==> src/rtl/dcf77_display_sched_if.sv <==
// Signal bundle between the dcf77 decoder/board controls and the display scheduler.
// master drives the decoded fields and the user controls; slave is the scheduler.
interface dcf77_display_sched_if;
    logic       frame_valid;
    logic       error;
    logic [6:0] second;
    logic [6:0] minute;
    logic [5:0] hour;
    logic [5:0] day;
    logic [4:0] month;
    logic [7:0] year;
    logic       key_next;
    logic       auto_en;
    logic [6:0] hex3;
    logic [6:0] hex2;
    logic [6:0] hex1;
    logic [6:0] hex0;
    logic [1:0] page;
    logic       synced;

    modport master (
        output frame_valid, error, second, minute, hour, day, month, year,
        output key_next, auto_en,
        input  hex3, hex2, hex1, hex0, page, synced
    );

    modport slave (
        input  frame_valid, error, second, minute, hour, day, month, year,
        input  key_next, auto_en,
        output hex3, hex2, hex1, hex0, page, synced
    );
endinterface

==> src/rtl/dcf77_display_sched.sv <==
// Four-digit 7-segment page scheduler for the dcf77 decoder outputs.
// Pages rotate on a dwell timer or a debounced button; fields are frozen per
// frame; an error blinks "Err " and dashes are shown until the first frame.
module dcf77_display_sched #(
    parameter int CLK_HZ   = 24000000,
    parameter int DWELL_S  = 4,
    parameter int DEBOUNCE = 240000
) (
    input  logic                  clk,
    input  logic                  rst,
    dcf77_display_sched_if.slave  bus
);

    localparam int PW = (CLK_HZ > 1) ? $clog2(CLK_HZ) : 1;
    localparam int DW = (DEBOUNCE > 1) ? $clog2(DEBOUNCE) : 1;

    localparam logic [1:0] P_HM = 2'd0;
    localparam logic [1:0] P_MS = 2'd1;
    localparam logic [1:0] P_DM = 2'd2;
    localparam logic [1:0] P_YR = 2'd3;

    localparam logic [6:0] SEG_DASH  = 7'b0111111;
    localparam logic [6:0] SEG_BLANK = 7'b1111111;
    localparam logic [6:0] SEG_E     = 7'b0000110;
    localparam logic [6:0] SEG_R     = 7'b0101111;

    // BCD nibble to active-low segments (bit6 = g); non-decimal nibbles blank
    function automatic logic [6:0] seg7(input logic [3:0] n);
        case (n)
            4'd0:    seg7 = 7'b1000000;
            4'd1:    seg7 = 7'b1111001;
            4'd2:    seg7 = 7'b0100100;
            4'd3:    seg7 = 7'b0110000;
            4'd4:    seg7 = 7'b0011001;
            4'd5:    seg7 = 7'b0010010;
            4'd6:    seg7 = 7'b0000010;
            4'd7:    seg7 = 7'b1111000;
            4'd8:    seg7 = 7'b0000000;
            4'd9:    seg7 = 7'b0010000;
            default: seg7 = SEG_BLANK;
        endcase
    endfunction

    // ------------------------------------------------------------------
    // 1 Hz prescaler and blink phase
    // ------------------------------------------------------------------
    logic [PW-1:0] presc_reg;
    logic          blink_reg;
    logic          tick1;

    assign tick1 = (presc_reg == PW'(CLK_HZ - 1));

    // Free-running second counter; blink flips once per second
    always_ff @(posedge clk) begin
        if (rst) begin
            presc_reg <= '0;
            blink_reg <= 1'b0;
        end else if (tick1) begin
            presc_reg <= '0;
            blink_reg <= ~blink_reg;
        end else begin
            presc_reg <= presc_reg + 1'b1;
        end
    end

    // ------------------------------------------------------------------
    // Frame snapshot (seconds stay live so they keep ticking)
    // ------------------------------------------------------------------
    logic [6:0] minute_reg;
    logic [5:0] hour_reg;
    logic [5:0] day_reg;
    logic [4:0] month_reg;
    logic [7:0] year_reg;
    logic       synced_reg;

    // Freeze all slow fields together so one page never mixes two frames
    always_ff @(posedge clk) begin
        if (rst) begin
            minute_reg <= '0;
            hour_reg   <= '0;
            day_reg    <= '0;
            month_reg  <= '0;
            year_reg   <= '0;
            synced_reg <= 1'b0;
        end else if (bus.frame_valid) begin
            minute_reg <= bus.minute;
            hour_reg   <= bus.hour;
            day_reg    <= bus.day;
            month_reg  <= bus.month;
            year_reg   <= bus.year;
            synced_reg <= 1'b1;
        end
    end

    // ------------------------------------------------------------------
    // Button debounce: the input must hold one level for DEBOUNCE cycles
    // ------------------------------------------------------------------
    logic [DW-1:0] db_cnt_reg;
    logic          key_last_reg;
    logic          stable_reg;
    logic          press_reg;

    // Restart the stability window on any input change; emit a pulse on
    // an accepted rising edge only
    always_ff @(posedge clk) begin
        if (rst) begin
            db_cnt_reg   <= '0;
            key_last_reg <= 1'b0;
            stable_reg   <= 1'b0;
            press_reg    <= 1'b0;
        end else begin
            press_reg    <= 1'b0;
            key_last_reg <= bus.key_next;
            if (bus.key_next != key_last_reg) begin
                db_cnt_reg <= '0;
            end else if (db_cnt_reg == DW'(DEBOUNCE - 1)) begin
                if (stable_reg != key_last_reg) begin
                    stable_reg <= key_last_reg;
                    press_reg  <= key_last_reg;
                end
            end else begin
                db_cnt_reg <= db_cnt_reg + 1'b1;
            end
        end
    end

    // ------------------------------------------------------------------
    // Page FSM with dwell timer
    // ------------------------------------------------------------------
    logic [1:0] page_reg;
    logic [1:0] page_next;
    logic [3:0] dwell_reg;
    logic       expire;
    logic       advance;

    assign expire  = bus.auto_en && tick1 && (dwell_reg == 4'(DWELL_S - 1));
    assign advance = press_reg || expire;

    // Successor page in display order, wrapping back to hours/minutes
    always_comb begin
        page_next = P_HM;
        case (page_reg)
            P_HM:    page_next = P_MS;
            P_MS:    page_next = P_DM;
            P_DM:    page_next = P_YR;
            default: page_next = P_HM;
        endcase
    end

    // A press coinciding with dwell expiry still moves only one page
    always_ff @(posedge clk) begin
        if (rst) begin
            page_reg  <= P_HM;
            dwell_reg <= '0;
        end else if (advance) begin
            page_reg  <= page_next;
            dwell_reg <= '0;
        end else if (!bus.auto_en) begin
            dwell_reg <= '0;
        end else if (tick1) begin
            dwell_reg <= dwell_reg + 1'b1;
        end
    end

    // ------------------------------------------------------------------
    // Digit map and output selection (index 3 = leftmost digit)
    // ------------------------------------------------------------------
    logic [3:0] nib [4];
    logic [6:0] hex_next [4];
    logic [6:0] hex_reg [4];

    // Pick the four BCD nibbles for the current page
    always_comb begin
        nib[3] = 4'd0;
        nib[2] = 4'd0;
        nib[1] = 4'd0;
        nib[0] = 4'd0;
        case (page_reg)
            P_HM: begin
                nib[3] = {2'b00, hour_reg[5:4]};
                nib[2] = hour_reg[3:0];
                nib[1] = {1'b0, minute_reg[6:4]};
                nib[0] = minute_reg[3:0];
            end
            P_MS: begin
                nib[3] = {1'b0, minute_reg[6:4]};
                nib[2] = minute_reg[3:0];
                nib[1] = {1'b0, bus.second[6:4]};
                nib[0] = bus.second[3:0];
            end
            P_DM: begin
                nib[3] = {2'b00, day_reg[5:4]};
                nib[2] = day_reg[3:0];
                nib[1] = {3'b000, month_reg[4]};
                nib[0] = month_reg[3:0];
            end
            default: begin
                nib[3] = 4'd2;
                nib[2] = 4'd0;
                nib[1] = year_reg[7:4];
                nib[0] = year_reg[3:0];
            end
        endcase
    end

    generate
        for (genvar gi = 0; gi < 4; gi++) begin : g_digit
            logic [6:0] err_pat;
            if (gi == 3) begin : g_e
                assign err_pat = SEG_E;
            end else if (gi == 0) begin : g_sp
                assign err_pat = SEG_BLANK;
            end else begin : g_r
                assign err_pat = SEG_R;
            end

            // Error overrides everything, then the not-yet-synced dashes
            assign hex_next[gi] = bus.error   ? (blink_reg ? err_pat : SEG_BLANK) :
                                  !synced_reg ? SEG_DASH :
                                                seg7(nib[gi]);
        end
    endgenerate

    // Register the segment drive so all digits switch on the same edge
    always_ff @(posedge clk) begin
        for (int i = 0; i < 4; i++) begin
            if (rst) begin
                hex_reg[i] <= SEG_DASH;
            end else begin
                hex_reg[i] <= hex_next[i];
            end
        end
    end

    assign bus.hex3   = hex_reg[3];
    assign bus.hex2   = hex_reg[2];
    assign bus.hex1   = hex_reg[1];
    assign bus.hex0   = hex_reg[0];
    assign bus.page   = page_reg;
    assign bus.synced = synced_reg;

endmodule

==> src/flat_wrapper.sv <==
// flat-port wrapper written by rule: the top's interface ports become plain ports
module dcf77_display_sched_flat 
#(
    parameter int CLK_HZ   = 24000000,
    parameter int DWELL_S  = 4,
    parameter int DEBOUNCE = 240000
)
  (clk, rst, bus_frame_valid, bus_error, bus_second, bus_minute, bus_hour, bus_day, bus_month, bus_year, bus_key_next, bus_auto_en, bus_hex3, bus_hex2, bus_hex1, bus_hex0, bus_page, bus_synced);
  dcf77_display_sched_if bus_i ();
  input  logic clk;
  input  logic rst;
  input wire logic [$bits(bus_i.frame_valid)-1:0] bus_frame_valid;
  input wire logic [$bits(bus_i.error)-1:0] bus_error;
  input wire logic [$bits(bus_i.second)-1:0] bus_second;
  input wire logic [$bits(bus_i.minute)-1:0] bus_minute;
  input wire logic [$bits(bus_i.hour)-1:0] bus_hour;
  input wire logic [$bits(bus_i.day)-1:0] bus_day;
  input wire logic [$bits(bus_i.month)-1:0] bus_month;
  input wire logic [$bits(bus_i.year)-1:0] bus_year;
  input wire logic [$bits(bus_i.key_next)-1:0] bus_key_next;
  input wire logic [$bits(bus_i.auto_en)-1:0] bus_auto_en;
  output wire logic [$bits(bus_i.hex3)-1:0] bus_hex3;
  output wire logic [$bits(bus_i.hex2)-1:0] bus_hex2;
  output wire logic [$bits(bus_i.hex1)-1:0] bus_hex1;
  output wire logic [$bits(bus_i.hex0)-1:0] bus_hex0;
  output wire logic [$bits(bus_i.page)-1:0] bus_page;
  output wire logic [$bits(bus_i.synced)-1:0] bus_synced;
  assign bus_i.frame_valid = bus_frame_valid;
  assign bus_i.error = bus_error;
  assign bus_i.second = bus_second;
  assign bus_i.minute = bus_minute;
  assign bus_i.hour = bus_hour;
  assign bus_i.day = bus_day;
  assign bus_i.month = bus_month;
  assign bus_i.year = bus_year;
  assign bus_i.key_next = bus_key_next;
  assign bus_i.auto_en = bus_auto_en;
  assign bus_hex3 = bus_i.hex3;
  assign bus_hex2 = bus_i.hex2;
  assign bus_hex1 = bus_i.hex1;
  assign bus_hex0 = bus_i.hex0;
  assign bus_page = bus_i.page;
  assign bus_synced = bus_i.synced;
  dcf77_display_sched #(.CLK_HZ(CLK_HZ), .DWELL_S(DWELL_S), .DEBOUNCE(DEBOUNCE)) u_core (.clk(clk), .rst(rst), .bus(bus_i));
endmodule
==> config.mk <==
export PLATFORM = sky130hd
export DESIGN_NAME = dcf77_display_sched_flat
export DESIGN_NICKNAME = d
export VERILOG_FILES = /design/src/rtl/dcf77_display_sched_if.sv /design/src/rtl/dcf77_display_sched.sv /design/src/flat_wrapper.sv
export SDC_FILE = /design/constraint.sdc
export NUM_CORES = 1
export LEC_CHECK = 0
export BUFFER_PORTS_ARGS = -buffer_cell sky130_fd_sc_hd__buf_2
export CORE_MARGIN = 5
export CORE_UTILIZATION = 60
export DETAILED_ROUTE_END_ITERATION = 7
export PLACE_DENSITY = 0.89
export RECOVER_POWER = 25
export SETUP_SLACK_MARGIN = 0.5
export SLEW_MARGIN = 20
export SYNTH_ARGS = -nofsm -noshare
export SYNTH_HDL_FRONTEND = slang
export SYNTH_SLANG_ARGS = --single-unit
==> constraint.sdc <==
create_clock -name clk -period 3.2 [get_ports clk]
set_input_delay 0.64 -clock clk [delete_from_list [all_inputs] [get_ports clk]]
set_output_delay 0.64 -clock clk [all_outputs]
set_load 0.03 [all_outputs]
# After elaboration in Yosys (flattened, before gate mapping)
# Memories as Yosys holds them, arrays and structs flattened.
# Cells that the tools add are included.
op_classes:
  add_sub_neg: 3
  n_eq_ne: 7
  n_mux: 19
  bitwise: 9
  reduce_logical: 9
op_table:
  columns: ["cell", "count"]
  rows:
  - ["7-bit two-way mux", 14]
  - ["16-bit one-hot mux with 3 select lines", 1]
  - ["25-bit by 1-bit adder with 25-bit output (second input constant)", 1]
  - ["25-bit equality test (second input constant)", 1]
  - ["18-bit by 1-bit adder with 18-bit output (second input constant)", 1]
  - ["18-bit equality test (second input constant)", 1]
  - ["2-bit one-hot mux with 3 select lines", 1]
  - ["1-bit inverter", 5]
  - ["4-bit by 1-bit adder with 4-bit output (second input constant)", 1]
  - ["4-bit by 2-bit equality test with 1-bit output (second input constant)", 1]
  - ["1-bit bitwise OR", 4]
  - ["2-bit OR reduction", 2]
  - ["4-bit OR reduction", 1]
  - ["1-bit two-way mux", 3]
  - ["3-bit AND reduction", 1]
  - ["3-bit OR reduction", 1]
  - ["2-bit by 1-bit equality test with 1-bit output (second input constant)", 1]
  - ["2-bit equality test (second input constant)", 1]
  - ["1-bit logical AND", 2]
  - ["2-bit zero test", 1]
  - ["1-bit != test", 2]
  - ["1-bit logical OR", 1]
totals:
  ff_bits: 86
  mem_bits_rw: 28
  romBits: 448
  inputBits: 45
  n_memories: 5
mem_list:
  columns: ["memory", "words", "width", "rd", "rd_clocked_by_memory_dff", "write_ports", "line_no", "rtl"]
  rows:
  - ["(name not given)", 16, 7, 1, 0, 0, "dcf77_display_sched.sv:29", "case (n)"]
  - ["(name not given)", 16, 7, 1, 0, 0, "dcf77_display_sched.sv:29", null]
  - ["(name not given)", 16, 7, 1, 0, 0, "dcf77_display_sched.sv:29", null]
  - ["(name not given)", 16, 7, 1, 0, 0, "dcf77_display_sched.sv:29", null]
  - ["u_core.hex_reg", 4, 7, 4, 0, 4, "dcf77_display_sched.sv:170", "logic [6:0] hex_reg [4];"]

# Longest topological paths before layout
# An unclocked memory read counts as a cell.
depth:
  ltp_word: 6
  mapped_depth: 10
  ltp_nobuf: 9

# Least setup slack after synthesis
# Ideal clock, no wire load.
synth_timing:
  kind: "register -> register"
  startpoint: "register u_core.page_reg[1] (netlist: u_core.bus.page[1])"
  endpoint: "memory u_core.hex_reg[3][3]"
  setup_ns: 0.135
  t_arrival_ns: 2.276
  required_ns: 3.065
  path_slack_ns: 0.789
  stages_incl_launch_ff: 10
  path_buffers: 1
  cell_sequence: "dfxtp_1 -> inv_1 -> ha_1 -> clkbuf_1 -> a22o_1 -> a211oi_1 -> inv_1 -> ha_1 -> a21oi_1 -> o21ai_0"
synth_lines:
  columns: ["item", "line_no", "rtl"]
  rows:
  - ["from (decl)", "dcf77_display_sched.sv:130", "logic [1:0] page_reg;"]
  - ["from (signal assigned)", "dcf77_display_sched.sv:156", "page_reg <= page_next;"]
  - ["to (decl)", "dcf77_display_sched.sv:170", null]

==> results <==
- The run finished, with violations left.
- The final reports fail on capacitance limit, slew limit.
- Global routing used about a quarter of the available tracks.
- The routed length per instance is 16.5 um.
- By area the synthesized netlist is led by dfxtp_1 44%, nor2_1 7.6%, mux2i_1 7.0%, xor2_1 4.8%, ha_1 4.6%.
- The most common library cell in the layout ignoring fill and taps is dfxtp_1.
- The number of antenna cells inserted is 0.
- For the final routed database, the setup TNS stands at 0 ns.
- The worst hold path begins at bus_hour[1].
- The endpoint required time on the critical path is approximately 3.6 ns.
- CTS placed an instance of clkbuf_8 at the clock tree root.
- The synthesized area per cell is 8.97 um^2.
- The number of max-slew violations in the final report came to 34.
- The die outline width is 102 um.
- The overall power is 0.00378 W.
- STA classifies the critical path endpoint as a register.
- For the pin with the worst max-slew slack, the measured transition is about 2.3 ns.
- Hold repair after CTS inserted 0 buffers.
- After the flow finishes, the layout carries non-filler instances totaling about 770.
- Together, buffers and inverters on the worst path number 1.
- Of the total power, combinational logic draws 7.3%.
- The final layout contains 712 nets.
- The routed wire length is 12600 um.
- The initial antenna violation count came to 0.
- Counting flops with a built-in enable in the synthesized netlist gives 0.
- Global routing finished with a remaining overflow of 0.
- Entering global routing, the biggest net connects 34 pins.
- The library cell with the largest summed area after synthesis is dfxtp_1.
- Buffers inserted during clock tree synthesis total 17.
- Walking the worst path, the cells encountered are inv_1 -> ha_1 -> a222oi_1 -> nor2_1 -> ha_1 -> mux2_2 -> nand2_1 -> a31oi_1 -> o21ai_0.
- In this run the tightest slew margin relative to its limit is -51.7%.
- The maximum count of clock buffers along a single path is 2.
- The total power per unit cell area is roughly 610 mW/mm^2.
- The synthesized design devotes to its leading area cell type about 44% of total area.
- The internal portion of the total power is between 0.002 and 0.003 W.
- For this block, the via count after detailed routing is about 4500.
- The switching power is 0.000845 W.
- The time the final worst path needs with I/O delays and setup is 2.58 ns.
- Tracing the worst setup path back leads to its startpoint at u_core.bus.page[1]$_SDFFE_PP0P_.
- By instance count, the cell type seen most on the critical path is ha_1.
- During synthesis, Yosys emitted a total of 0 warnings.
- TritonCTS built the clock tree.
- The critical path launch point type is a register.
- The synthesized netlist cell count is approximately 570.
- The number of global-route vias before repair is between 4000 and 5000.
- Of the cells placed in the final design, the portion with a size suffix greater than 1 is 18.3%.
- Including well taps, the total number of placed cells is roughly 730.
- The leakage power total is 2.61 nW.
- The number of distinct library cells after synthesis is 57.
- The synthesized netlist occupies a cell area of 0.00513 mm^2.
- STA puts the critical path data arrival time at just over 3 ns.
- The cell with the largest stage delay on the worst path is a222oi_1.
- The post-detailed-route via-to-cell ratio is ~5.8.
- The congestion estimate from routability-driven global placement came to 0.881.
- The clock net in this run drives a total of 114 sinks.
- The initial utilization of the core area, before any placement, comes to 62.1%.
- The proportion of power drawn by the clock network is 53.1%.
- The first global-routing pass estimated 20500 um of wire.
- The portion of total power attributed to sequential cells is between 30 and 40%.
- Based on the critical path, the design can be clocked at up to around 390 MHz.
- The area added between synthesis and finish is 21.2%.
- The setup skew after layout is roughly 0.0052 ns.
- The clock-pin slew on the worst setup and hold paths is about 0.060 ns.
- The class of the most critical hold timing path is in2reg.
- The remaining antenna violation count after routing is 0.
- The number of nets handed over by synthesis was ~640.
- The standard-cell row count is 33.
- The maximum single-stage delay on the critical path is roughly 0.57 ns.
- The critical path in this run is classified as reg2reg.
- Along the worst path, the maximum fanout reaches 15.
- The count of filler cells inserted in the layout is between 500 and 600.
- Setup violations remaining at the end of the flow were counted as 0.
- Setup repair after global routing could not meet its margin everywhere.
- The hold violation total from the final report is 0.
- Measured on the finished design, the core utilization comes to 75.3%.
- The sequential cell area fraction in the yosys report is roughly 44%.
- The multi-input logic area is 0.00270 mm^2.
- VDD sags by at most 0.532 mV.
- In the finished design, the share of the clock period the worst path needs comes to about four fifths.
- The count of buffers from port buffering is 75.
- The number of primary I/O pins is 76.
- The register area is 0.00228 mm^2.
- The pre-antenna-repair detailed-routing pass consisted of 8 iterations.
- The synthesized design contains 114 register bits.
- The first routing iteration left 355 violations.
- Among all flip-flop cells after synthesis, the most frequent one is dfxtp_1.
- The wire-length estimate of the detail-placed layout is 8460 um.
- The startpoint identified for the worst register-to-register timing path is u_core.bus.page[1]$_SDFFE_PP0P_.
- The register with the most flip-flops in the layout has 28 of them.
- Of all flip-flops after synthesis, the portion carrying an async set or reset was 0%.
- The family with the most delay on the worst path is compound AO/OA/AOI/OAI gates.
- The number of H-tree branching levels is 4.
- The height of the die is 102 um.
- In the layout the commonest cells are 114 x dfxtp_1, 104 x nor2_1, 73 x buf_2.
- In this run the standard cell core region covers ~0.0083 mm^2.
- The remaining routing DRC violations is 0.
- The die covers between 0.01 and 0.015 mm^2.
- Hold timing on the final database bottoms out at a slack of 0.353 ns.
- Clock latency on the worst-skew pair, taken at its later pin, is between 0.5 and 0.6 ns.
- The tool flagged a number of max-cap violations equal to 1.
- In this run switching power makes up between 20% and 30% of total power.
==> per-stage QoR <==
step	instance area (um^2)	worst slack [ns]
finish	6220	0.617
global placement	5580	0.929
CTS	6220	0.680
global route	6220	0.499
detailed placement	5580	0.769
floorplan	5130	0.789
==> cell type report <==
cell class | count | area share (%)
clock buffers | 23 | 7.83
clock inverters | 9 | 2.41
inverters | 21 | 1.27
multi-input cells | 416 | 43.4
flip-flops and latches | 114 | 36.7
well taps | 105 | 2.11
repair buffers | 78 | 6.30
==> repair_timing <==
| action | CTS | global route |
|---|---|---|
| resized for setup | 0 | 2 |
| setup buffers | 0 | 0 |
| setup endpoints to repair | 0 | 4 |
==> cell families (layout without fill, tap and decap cells) <==
kind of cell               count (synthesis)  count (layout)  synth area share, %
muxes                                     39              39                 7.68
buffers and inverters                     42             131                 3.12
DFF                                      114             114                 44.5
and+or+nand+nor                          227             227                 21.6
AOI/OAI and AO/OA                         87              87                 11.0
xor gates and xnor gates                  44              44                 7.51
adders and majority gates                 19              19                 4.63
==> cells in the mapped netlist, drive strengths merged, types with 5 or more instances <==
library cell / number
a211oi: 7
a21oi: 16
a222oi: 9
and2: 5
and3: 10
clkbuf: 18
dfxtp: 114
ha: 19
inv: 21
mux2i: 36
nand2: 32
nand2b: 6
nand3: 19
nand4: 15
nor2: 104
nor2b: 7
nor3: 5
o21ai: 28
o22ai: 6
xnor2: 16
xor2: 28
==> metal layers <==
layer | vias to the layer above | share of wire (%) | GRT usage (%)
met3 | 34 | 7.9 | 7.10
met4 | 0 | 2.6 | 10.4
met5 | - | 0 | 0
met2 | 176 | 48 | 40.4
li1 | 2151 | - | -
met1 | 2095 | 41 | 31.1
==> power by group through the flow <==
| stage | Clock [W] | Combinational, W | Sequential [W] |
|---|---|---|---|
| after floorplan | 0 | 0.000150 | 0.00155 |
| after global placement | 0 | 0.000255 | 0.00152 |
| after detailed placement | 0 | 0.000267 | 0.00153 |
| after CTS | 0.00201 | 0.000271 | 0.00150 |
| after global routing | 0.00209 | 0.000303 | 0.00150 |
| final | 0.00201 | 0.000275 | 0.00150 |
==> worst paths after layout <==
path / end / slack, ns / depth (start not counted)
setup / recovery: u_core.hex_reg[2][4]$_SDFF_PP1_ / 0.62 / 9
hold / removal: u_core.hour_reg[1]$_SDFFE_PP0P_ / 0.35 / 3
setup reg to reg: u_core.hex_reg[2][4]$_SDFF_PP1_ / 0.62 / 9
hold reg to reg: u_core.presc_reg[0]$_SDFF_PP0_ / 0.48 / 1
==> tightest hold or removal path, delay by kind of cell <==
family	cells	cell delay, ns
buf+inv	1	0.07
mux	1	0.05
simple gates	1	0.07
Power figures use the tool's default switching activity.
